## config.mk

```make
export PLATFORM = sky130hd
export DESIGN_NAME = wb_cmd_initiator
export DESIGN_NICKNAME = d
export VERILOG_FILES = /design/src/rtl/wb_cmd_initiator.sv
export SDC_FILE = /design/constraint.sdc
export NUM_CORES = 1
export LEC_CHECK = 0
export CAP_MARGIN = 20
export CORE_MARGIN = 2
export CORE_UTILIZATION = 40
export DETAILED_ROUTE_END_ITERATION = 7
export HOLD_SLACK_MARGIN = 0.08
export PLACE_DENSITY = 0.8
export SETUP_SLACK_MARGIN = 0.15
export SLEW_MARGIN = 20
export SYNTH_ARGS = -nofsm -noshare
export SYNTH_HDL_FRONTEND = slang
export SYNTH_SLANG_ARGS = --single-unit
```

## constraint.sdc

```tcl
create_clock -name wb_clk_i -period 2 [get_ports wb_clk_i]
set_clock_uncertainty 0.1 [all_clocks]
set_input_delay 0.4 -clock wb_clk_i [delete_from_list [all_inputs] [get_ports wb_clk_i]]
set_output_delay 0.4 -clock wb_clk_i [all_outputs]
set_load 0.01 [all_outputs]
```

## src/rtl/wb_cmd_initiator.sv

```systemverilog
// wb_cmd_initiator: Wishbone classic single-transfer initiator.
// Each command on the cmd_* stream becomes one Wishbone read or write, and its
// result is returned on the rsp_* stream. At most one transfer is outstanding.
// Optional feature: define WBM_TIMEOUT_EN to abort a bus cycle that is not
// acknowledged within TIMEOUT_CYCLES cycles (response then carries rsp_err = 1).
`timescale 1ns/1ps
module wb_cmd_initiator #(
   parameter int unsigned AW             = 32,
   parameter int unsigned DW             = 32,
   parameter int unsigned TIMEOUT_CYCLES = 255
) (
   input  logic              wb_clk_i,
   input  logic              wb_rst_i,
   // command stream
   input  logic              cmd_valid,
   output logic              cmd_ready,
   input  logic              cmd_we,
   input  logic [DW/8-1:0]   cmd_sel,
   input  logic [AW-1:0]     cmd_adr,
   input  logic [DW-1:0]     cmd_dat,
   // response stream
   output logic              rsp_valid,
   input  logic              rsp_ready,
   output logic [DW-1:0]     rsp_dat,
   output logic              rsp_err,
   // Wishbone initiator port
   output logic              wbm_cyc_o,
   output logic              wbm_stb_o,
   output logic              wbm_we_o,
   output logic [DW/8-1:0]   wbm_sel_o,
   output logic [AW-1:0]     wbm_adr_o,
   output logic [DW-1:0]     wbm_dat_o,
   input  logic              wbm_ack_i,
   input  logic [DW-1:0]     wbm_dat_i,
   // status
   output logic              busy
);

   localparam int unsigned SW = DW / 8;

   // Reject an illegal timeout setting at elaboration.
   if (TIMEOUT_CYCLES == 0 || TIMEOUT_CYCLES > 65535) begin : g_bad_timeout
      $error("wb_cmd_initiator: TIMEOUT_CYCLES must be in 1..65535");
   end

   typedef enum logic [1:0] {
      S_IDLE = 2'd0,
      S_BUS  = 2'd1,
      S_RESP = 2'd2
   } state_t;

   state_t          state_q,     state_d;
   logic            cyc_q,       cyc_d;
   logic            stb_q,       stb_d;
   logic            we_q,        we_d;
   logic [SW-1:0]   sel_q,       sel_d;
   logic [AW-1:0]   adr_q,       adr_d;
   logic [DW-1:0]   dat_q,       dat_d;
   logic            rsp_valid_q, rsp_valid_d;
   logic [DW-1:0]   rsp_dat_q,   rsp_dat_d;

`ifdef WBM_TIMEOUT_EN
   localparam int unsigned CW = $clog2(TIMEOUT_CYCLES + 1);
   // Counter value seen on the last allowed BUS cycle.
   localparam logic [CW-1:0] TMO_LAST = CW'(TIMEOUT_CYCLES - 1);

   logic [CW-1:0]   tmo_cnt_q,   tmo_cnt_d;
   logic            rsp_err_q,   rsp_err_d;
`endif

   // Next-state and next-output computation for the transfer sequencer.
   always_comb begin
      state_d     = state_q;
      cyc_d       = cyc_q;
      stb_d       = stb_q;
      we_d        = we_q;
      sel_d       = sel_q;
      adr_d       = adr_q;
      dat_d       = dat_q;
      rsp_valid_d = rsp_valid_q;
      rsp_dat_d   = rsp_dat_q;
`ifdef WBM_TIMEOUT_EN
      tmo_cnt_d   = tmo_cnt_q;
      rsp_err_d   = rsp_err_q;
`endif

      unique case (state_q)
         S_IDLE: begin
            if (cmd_valid) begin
               state_d = S_BUS;
               cyc_d   = 1'b1;
               stb_d   = 1'b1;
               we_d    = cmd_we;
               sel_d   = cmd_sel;
               adr_d   = cmd_adr;
               // Reads drive a zero data bus.
               dat_d   = cmd_we ? cmd_dat : '0;
`ifdef WBM_TIMEOUT_EN
               tmo_cnt_d = '0;
`endif
            end
         end

         S_BUS: begin
            if (wbm_ack_i) begin
               state_d     = S_RESP;
               cyc_d       = 1'b0;
               stb_d       = 1'b0;
               we_d        = 1'b0;
               sel_d       = '0;
               adr_d       = '0;
               dat_d       = '0;
               rsp_valid_d = 1'b1;
               rsp_dat_d   = we_q ? '0 : wbm_dat_i;
`ifdef WBM_TIMEOUT_EN
               rsp_err_d   = 1'b0;
            end else if (tmo_cnt_q == TMO_LAST) begin
               // No ack on the last allowed cycle: abort the bus cycle.
               state_d     = S_RESP;
               cyc_d       = 1'b0;
               stb_d       = 1'b0;
               we_d        = 1'b0;
               sel_d       = '0;
               adr_d       = '0;
               dat_d       = '0;
               rsp_valid_d = 1'b1;
               rsp_dat_d   = '0;
               rsp_err_d   = 1'b1;
            end else begin
               tmo_cnt_d   = tmo_cnt_q + CW'(1);
`endif
            end
         end

         S_RESP: begin
            if (rsp_ready) begin
               state_d     = S_IDLE;
               rsp_valid_d = 1'b0;
               rsp_dat_d   = '0;
`ifdef WBM_TIMEOUT_EN
               rsp_err_d   = 1'b0;
`endif
            end
         end

         default: begin
            state_d = S_IDLE;
         end
      endcase
   end

   // State and registered outputs; synchronous reset drops any in-flight command.
   always_ff @(posedge wb_clk_i) begin
      if (wb_rst_i) begin
         state_q     <= S_IDLE;
         cyc_q       <= 1'b0;
         stb_q       <= 1'b0;
         we_q        <= 1'b0;
         sel_q       <= '0;
         adr_q       <= '0;
         dat_q       <= '0;
         rsp_valid_q <= 1'b0;
         rsp_dat_q   <= '0;
`ifdef WBM_TIMEOUT_EN
         tmo_cnt_q   <= '0;
         rsp_err_q   <= 1'b0;
`endif
      end else begin
         state_q     <= state_d;
         cyc_q       <= cyc_d;
         stb_q       <= stb_d;
         we_q        <= we_d;
         sel_q       <= sel_d;
         adr_q       <= adr_d;
         dat_q       <= dat_d;
         rsp_valid_q <= rsp_valid_d;
         rsp_dat_q   <= rsp_dat_d;
`ifdef WBM_TIMEOUT_EN
         tmo_cnt_q   <= tmo_cnt_d;
         rsp_err_q   <= rsp_err_d;
`endif
      end
   end

   // Output mapping.
   assign cmd_ready = (state_q == S_IDLE);
   assign busy      = (state_q != S_IDLE);
   assign wbm_cyc_o = cyc_q;
   assign wbm_stb_o = stb_q;
   assign wbm_we_o  = we_q;
   assign wbm_sel_o = sel_q;
   assign wbm_adr_o = adr_q;
   assign wbm_dat_o = dat_q;
   assign rsp_valid = rsp_valid_q;
   assign rsp_dat   = rsp_dat_q;
`ifdef WBM_TIMEOUT_EN
   assign rsp_err   = rsp_err_q;
`else
   assign rsp_err   = 1'b0;
`endif

endmodule

```

==> out/results.ini, run 1 <==
[worst_setup_path]
crit-reg2reg-launch = state_q[0]
crit_path_start = rsp_dat[25]
crit_path_max_incr_delay_ps = 540
arrival_ps = 1270
cp.required_ps = 1500
highest_fanout_seen_on_the_critical_path = 2
crit_type = flip-flop to primary output
worst_path_dominant_cell_family = buffers and inverters
worstSetupEndpointType = primary output
worst_path_max_delay_cell = sky130_fd_sc_hd__clkdlybuf4s50_1
cp_cell_sequence = clkdlybuf4s50_1
timing.critical_path.from_type = flip-flop
critPathBufInv = 1

[placement]
place.gp.congestion = 0.718
dp_hpwl_um = 8710
number_of_port_buffers = 211
post_dp_cell_area_sq_um = 6490
dpl.cell_count = 796

[drt]
wl_per_cell_um = 16.2
drt_first_pass_iters = 4
postRouteWirelength_um = 13200
drtIter0Drc = 263
drc = 0
num_vias = 4416
drtAntennaViolNets = 0
detail_route.vias_per_cell = 5.43

[power_and_ir_drop]
p_leak_uw = 0.00233
total_power_uw = 4470
powerDensity_nw_per_um2 = 666
max-vdd-ir-drop_mv = 0.358

[cells_and_area]
syn_to_final_growth_pct = 57.4
layout.core_utilization_pct = 65.0
drive_gt1_share_pct = 6.78
mostFrequentLayoutCell = sky130_fd_sc_hd__clkdlybuf4s50_1
final_cell_mix = sky130_fd_sc_hd__clkdlybuf4s50_1, sky130_fd_sc_hd__dfxtp_1, sky130_fd_sc_hd__a21oi_1
n_antenna_cell = 0
num-nets-final = 779
instances_no_fill = 814
final_cell_area_sq_um = 6710

[logic_synthesis]
synth-main-ff-cell = sky130_fd_sc_hd__dfxtp_1
netlist-cell-type-count = 31
yosysWarningCount = 0
post_synth_edffs = 0
synth.avg_cell_area_sq_um = 8.69
synth.cell_area_sq_um = 4260
postSynthRegisterBits = 105
netlist_instances = 490
mappedNetlistNets = 596
sequential_to_total_area_share_from_yosys_stat_pct = 49.3
synth_async_sr_flop_share_pct = 0

[clock_tree]
cts_max_path_buffers = 2
clock_sinks = 105
worst_skew_pair.late_latency_ps = 350
cts_buffers = 9
htreeDepth = 3
cts_clk_pin_slew_worst_paths_ps = 110
cts.root.buffer_cell = sky130_fd_sc_hd__clkbuf_8
ctsHoldBuffers = 0
tritoncts = yes

[grt]
number_of_antenna_violations_at_the_first_check_in_global_routing = 0
grt_pass1_wl_um = 20600
grt_pass1_vias = 4195
grt_start_max_net_pins = 110
grt.overflow.total = 0
grt_usage_pct = 22.1

[floorplan]
io-pin-count = 213
initial_utilization_pct = 41.3
die_y_um = 107
core_area_sq_um = 10300
floorplan.die_area_sq_um = 11500
rows = 37
fp.dieW_um = 107

[hold_path]
min-delay-path-class = flip-flop to flip-flop
hold_path_startpoint = rsp_dat[4]

[timing]
min_period_ps = 1770
grt_setup_unrepaired = false
setup_failing_eps_final = 0
timing.final.crit_share_pct = 88.7
timing_hold_violations_final = 0
fin_setup_tns_ps = 0
slew_violations = 0
fmax_ghz = 0.564

[run]
max_cap_viols = 0

[outcome]
status = finished clean

-- power by group --
part | switching (uW) | total [uW] | leakage (uW) | internal (uW)
clock | 729 | 1230 | 0.0000939 | 498
sequential | 68.0 | 2270 | 0.000860 | 2210
combinational | 424 | 964 | 0.00138 | 540
total | 1220 | 4470 | 0.00233 | 3240
-- sequential cells by signal, indices dropped and copies added, names as in the netlist --
name,cells
rsp_dat,32
wbm_adr_o,32
wbm_dat_o,32
wbm_sel_o,4
state_q,2
rsp_valid,1
wbm_stb_o,1
wbm_we_o,1
-- layout make-up --
class / instances / area [sq um]
fillers: 862 / 3620
repair buffers: 230 / 2350
flip-flops and latches: 105 / 2110
multi-input cells: 324 / 1890
well taps: 136 / 170
clock buffers: 11 / 141
clock inverters: 5 / 40.0
inverters: 3 / 11.3
-- cell families after synthesis --
| family | share of synthesized area [%] |
|---|---|
| flops | 49.3 |
| other cells | 0.0880 |
| buf+inv | 6.75 |
| simple gates | 20.2 |
| compound gates | 22.8 |
| mux | 0.822 |
-- metrics by stage --
| step | setup slack [ps] | hold WS [ps] |
|---|---|---|
| after floorplan | 279 | 388 |
| after global placement | -52.3 | 348 |
| after detailed placement | -104 | 355 |
| after CTS | 57.7 | 370 |
| after global routing | 170 | 387 |
| final | 226 | 368 |
-- worst paths after layout --
path	endpoint	cells after the start	slack, ps
hold reg to reg	rsp_dat[4]	2	370
setup / recovery	rsp_dat[25]	1	230
hold / removal	rsp_dat[4]	2	370
setup reg to reg	wbm_sel_o[1]	5	390
-- synthesized netlist by cell type, types with 2 or more instances --
library cell,instances,area (sq um)
sky130_fd_sc_hd__nand2_1,36,135
sky130_fd_sc_hd__nand3b_1,2,15.0
sky130_fd_sc_hd__a21oi_1,72,360
sky130_fd_sc_hd__nand3_1,64,320
sky130_fd_sc_hd__buf_2,10,50.1
sky130_fd_sc_hd__buf_4,6,45.0
sky130_fd_sc_hd__clkbuf_1,37,139
sky130_fd_sc_hd__or4b_1,32,320
sky130_fd_sc_hd__buf_6,3,33.8
sky130_fd_sc_hd__dfxtp_1,105,2100
sky130_fd_sc_hd__o21ai_0,56,280
sky130_fd_sc_hd__nor3_1,2,10.0
sky130_fd_sc_hd__inv_1,2,7.51
sky130_fd_sc_hd__o21ai_1,13,65.1
sky130_fd_sc_hd__mux2i_1,2,20.0
sky130_fd_sc_hd__nor2_1,2,7.51
sky130_fd_sc_hd__a211oi_1,32,240
-- repair_timing --
item | CTS | global route
setup buffers | 0 | 2
gates resized for setup | 6 | 4
endpoints found under the hold margin | 0 | 0
endpoints found under the setup margin | 3 | 5
gates cloned | 0 | 0
-- routing by layer --
layer  routed length (um)  GRT usage, %  up-vias
li1                     -             -     2155
met1                 5440          28.1     2098
met2                 6580          36.5      151
met3                 1030          5.47       12
met4                  146          7.24        0
met5                    0             0        -
(Power assumes the default switching activity.)
==> run 2: changes to the inputs <==
--- a/config.mk
+++ b/config.mk
@@ -9,7 +9,7 @@
 export CORE_MARGIN = 2
 export CORE_UTILIZATION = 40
 export DETAILED_ROUTE_END_ITERATION = 7
-export HOLD_SLACK_MARGIN = 0.08
+export HOLD_SLACK_MARGIN = 0.1
 export PLACE_DENSITY = 0.8
 export SETUP_SLACK_MARGIN = 0.15
 export SLEW_MARGIN = 20
==> results of run 2 <==
The final DEF is identical to that of run 1; final timing and power are the same.
